**src/rtl/mem_wb_writeback.sv**
```systemverilog
// MEM/WB pipeline register with write-back mux, register-file write port,
// write-through read bypass and a retired-instruction counter.
module mem_wb_writeback #(
    parameter int DATA_WIDTH     = 16,
    parameter int REG_ADDR_WIDTH = 3
) (
    input  logic                      clk,
    input  logic                      rst,
    input  logic                      stall,
    input  logic                      flush,
    input  logic                      in_valid,
    input  logic                      in_reg_write,
    input  logic                      in_mem_to_reg,
    input  logic                      in_link,
    input  logic [REG_ADDR_WIDTH-1:0] in_write_reg,
    input  logic [DATA_WIDTH-1:0]     in_alu_result,
    input  logic [DATA_WIDTH-1:0]     in_mem_data,
    input  logic [DATA_WIDTH-1:0]     in_pc_plus1,
    input  logic [REG_ADDR_WIDTH-1:0] read_reg_1,
    input  logic [REG_ADDR_WIDTH-1:0] read_reg_2,
    input  logic [DATA_WIDTH-1:0]     rf_read_data_1,
    input  logic [DATA_WIDTH-1:0]     rf_read_data_2,
    output logic                      reg_write,
    output logic [REG_ADDR_WIDTH-1:0] write_reg,
    output logic [DATA_WIDTH-1:0]     write_data,
    output logic [DATA_WIDTH-1:0]     read_data_1,
    output logic [DATA_WIDTH-1:0]     read_data_2,
    output logic                      wb_valid,
    output logic [15:0]               retired_count
);

    logic [DATA_WIDTH-1:0] sel_data;
    logic                  capture;

    always_comb begin
        if (in_link)
            sel_data = in_pc_plus1;
        else if (in_mem_to_reg)
            sel_data = in_mem_data;
        else
            sel_data = in_alu_result;
    end

    assign capture = !flush && !stall;

    // R0 is hardwired to zero, so a write to it is dropped before capture.
    always_ff @(posedge clk) begin
        if (rst) begin
            wb_valid   <= 1'b0;
            reg_write  <= 1'b0;
            write_reg  <= '0;
            write_data <= '0;
        end else if (flush) begin
            wb_valid   <= 1'b0;
            reg_write  <= 1'b0;
            write_reg  <= '0;
            write_data <= '0;
        end else if (!stall) begin
            wb_valid   <= in_valid;
            reg_write  <= in_valid && in_reg_write && (in_write_reg != '0);
            write_reg  <= in_write_reg;
            write_data <= sel_data;
        end
    end

    always_ff @(posedge clk) begin
        if (rst)
            retired_count <= '0;
        else if (capture && in_valid)
            retired_count <= retired_count + 16'd1;
    end

    assign read_data_1 = (reg_write && (write_reg == read_reg_1)) ? write_data : rf_read_data_1;
    assign read_data_2 = (reg_write && (write_reg == read_reg_2)) ? write_data : rf_read_data_2;

endmodule

```
**config.mk**
```make
export PLATFORM = sky130hd
export DESIGN_NAME = mem_wb_writeback
export DESIGN_NICKNAME = d
export VERILOG_FILES = /design/src/rtl/mem_wb_writeback.sv
export SDC_FILE = /design/constraint.sdc
export NUM_CORES = 1
export LEC_CHECK = 0
export CORE_MARGIN = 2
export CORE_UTILIZATION = 31
export DETAILED_ROUTE_END_ITERATION = 8
export GPL_TIMING_DRIVEN = 0
export PLACE_DENSITY = 0.77
export SYNTH_ARGS = -nofsm -noshare
export SYNTH_HDL_FRONTEND = slang
export SYNTH_SLANG_ARGS = --single-unit
export TNS_END_PERCENT = 30
```
**constraint.sdc**
```tcl
create_clock -name clk -period 2.4 [get_ports clk]
set_input_delay 0.72 -clock clk [delete_from_list [all_inputs] [get_ports clk]]
set_output_delay 0.72 -clock clk [all_outputs]
set_load 0.02 [all_outputs]
```
==> impl_metrics.tcl <==
set metrics [dict create \
    most_frequent_standard_cell_in_the_layout_excluding_fill_and_tap_cells "clkdlybuf4s50_1" \
    min_to "retired_count[14]" \
    min_path_cells 2 \
    failed_checks "negative setup slack" \
    max_freq_mhz 392 \
    clock_insertion_delay_worst_skew_ps 290 \
    final_worst_hold_slack_ps 522 \
    setup.worst_path.start_class "input port" \
    netlist_area_um2 2270 \
    dp_cells 512 \
    final.setup.worst_slack_ps -154 \
    yosysWarningCount 0 \
    fillerInstances 625 \
    seq_power_share_pct 36.6 \
    hold_path.startpoint "retired_count[14]" \
    final_cell_area_um2 4380 \
    switchingPower_w 0.000428 \
    final-seq-area_um2 742 \
    cts_made_buffers 5 \
    dp_hpwl_um 6240 \
    antenna_left 0 \
    drc 0 \
    timing.final.max_slew_violations 0 \
    min-delay-path-class "register to register" \
    ys_types 34 \
    synth.top_cell.area_share_pct 32.6 \
    cts.htree.levels 2 \
    skew_ps 11.3 \
    ios 166 \
    clock-root-buffer "clkbuf_8" \
    via_count 2555 \
    place_area_um2 4030 \
    worstReg2RegEnd "retired_count[14]" \
    worst_ep_required_ps 1680 \
    switching_share_pct 24.3 \
    cts.reportedPaths.clkPinSlew_ps 70 \
    floorplan.die_area_um2 8030 \
    grt.total_usage_pct 19.3 \
    die_x_um 89.6 \
    clockBufferDepth 2 \
    yosys_most_used_dff "dfxtp_1" \
    synth_sequential_area_ratio_pct 32.6 \
    worst_setup_path_end_kind "primary output" \
    tritoncts "built" \
    final-hold-violation-count 0 \
    cts_hold_buf 0 \
    syn_to_final_growth_pct 92.7 \
    ff2ff_setup_slack_ps 640 \
    timing_worst_slew_pin_value_ps 539 \
    num_antenna_cells 0 \
    criticalPathCategory "input port to primary output" \
    cp_max_fo 5 \
    synthCells 251 \
    placement.io_buffers 162 \
    ys_ff_latch 37 \
    initial_antenna_violation_count 0 \
    num_rows 31 \
    worst_slew_margin_rel_pct 64.1 \
    dieHeight_um 89.6 \
    combinationalPowerShare_pct 26.9 \
    vdd_ir_drop_max_v 0.000322 \
    synth_enable_flop_cells 0 \
    leakage_nw 1.81 \
    multiInputGateArea_um2 1580 \
    postSynthNetCount 349 \
    initial_standard_cell_utilization_of_the_core_pct 31.6 \
    clock_power_share_pct 36.5 \
    clock_sink_count 37 \
    grt_start_max_net_pins 13 \
    place_congestion 0.856 \
    setup_viol 32 \
    cellInternalPower_w 0.00133 \
    cap_violations 0 \
    vias_in_the_first_global_route 2484 \
    fin_util_pct 61.0 \
    dpl_worst_slack_ps -1260 \
    synthTopCellsByArea "dfxtp_1 33%, mux2i_1 16%, mux2_1 11%" \
    final_period_minus_worst_setup_slack_ps 2550 \
    layout_worst_path_cycle_share_pct 106 \
    post_route_cells_drive_above_1_share_pct 23.7 \
    initialDrtViolationCount 45 \
    status "finished with violations" \
    pwr_density_nw_per_um2 402 \
    syn_area_per_cell_um2 9.05 \
    synth_top_cell_by_area "dfxtp_1" \
    globalRoute.totalOverflow 0 \
    rr_startpoint "retired_count[5]" \
    finalWirelength_um 8220 \
    unrepaired_setup_endpoints_after_global_routing "yes" \
    wl_per_cell_um 15.6 \
    mostFrequentLayoutCells "124 x clkdlybuf4s50_1, 38 x buf_6, 37 x mux2i_1, 36 x nor2_1, 36 x dfxtp_1" \
    drt-vias-per-instance 4.86 \
    cp.arrival_ps 1830 \
    instances_no_fill 526 \
    depth_of_the_worst_register_to_register_path 4 \
    layout.nets 524 \
    synthArstFlopShare_pct 0 \
    grt_pass1_wl_um 11800 \
    detailedRoute.firstPassIterationCount 4 \
    coreArea_um2 7180 \
]
[synthesized netlist by cell type (2+ instances only)]
cell type	n
dfxtp_1	37
mux2i_1	37
nor2_1	36
mux2_1	22
nand2_1	22
o21ai_1	11
xnor2_1	11
mux2_2	10
clkbuf_1	9
nand4_1	7
o21ai_0	7
xor2_1	6
buf_2	5
a21oi_1	4
nor4_1	3
a31o_1	2
inv_1	2
nand3_1	2
nor3_1	2
or4_1	2
[layer usage]
metal | routed length [um] | part of all wire [%] | vias up | global-route usage, %
met5 | 0 | 0 | - | 0
met4 | 158 | 1.9 | 0 | 6.65
met1 | 3250 | 39 | 1180 | 22.7
met3 | 588 | 7.2 | 14 | 5.48
met2 | 4220 | 51 | 126 | 33.5
li1 | - | - | 1235 | -
[worst max path at each step]
| stage | start | endpoint | slack (ps) | depth (start not counted) |
|---|---|---|---|---|
| 6_report | read_reg_2[1] | read_data_2[14] | -150 | 7 |
| 3_5_place_dp | read_reg_2[2] | read_data_2[8] | -1260 | 6 |
| 5_1_grt | read_reg_2[1] | read_data_2[14] | -190 | 7 |
| 2_1_floorplan | read_reg_2[2] | read_data_2[8] | -70 | 4 |
| 4_1_cts | read_reg_2[1] | read_data_2[14] | -130 | 7 |
| 3_3_place_gp | read_reg_2[2] | read_data_2[8] | -1240 | 6 |
[metrics by stage]
stage / power (W) / setup TNS, ps
floorplan: 0.000834 / -845
global placement: 0.00109 / -36300
detailed placement: 0.00110 / -36500
CTS: 0.00176 / -3590
global route: 0.00183 / -5240
finish: 0.00176 / -4380
[power groups by stage]
stage	logic (W)	clock network (W)	registers (W)
CTS	0.000465	0.000654	0.000643
global placement	0.000438	0	0.000656
finish	0.000473	0.000642	0.000644
floorplan	0.000166	0	0.000668
detailed placement	0.000444	0	0.000656
global route	0.000505	0.000683	0.000646
[cell families (layout without fill, tap and decap cells)]
group | after synthesis | count (layout) | share of synthesized area (%)
simple gates | 86 | 86 | 19.2
mux | 69 | 69 | 32.2
xor+xnor | 17 | 17 | 6.56
compound gates | 25 | 25 | 6.01
flops | 37 | 37 | 32.6
buf+inv | 16 | 192 | 2.92
fa+ha+maj | 1 | 1 | 0.551
[cell type report]
type / count / share of cell area (%)
Sequential cell: 37 / 17.0
Timing Repair Buffer: 168 / 39.1
Clock inverter: 3 / 1.49
Multi-Input combinational cell: 198 / 36.1
Tap cell: 99 / 2.83
Inverter: 2 / 0.172
Buffer: 14 / 1.80
Clock buffer: 5 / 1.57
[worst max-delay path, stage by stage]
cell and delay, ps:
buf_8 100, xnor2_4 130, nand4_1 140, buf_6 160, buf_8 130, mux2_4 310, buf_6 130
[timing repair]
item | CTS | global route
gates resized for setup | 230 | 15
gates cloned | 2 | 0
pin swaps | 8 | 4
setup endpoints to repair | 32 | 32
setup buffers | 4 | 0
(Power assumes the default switching activity.)
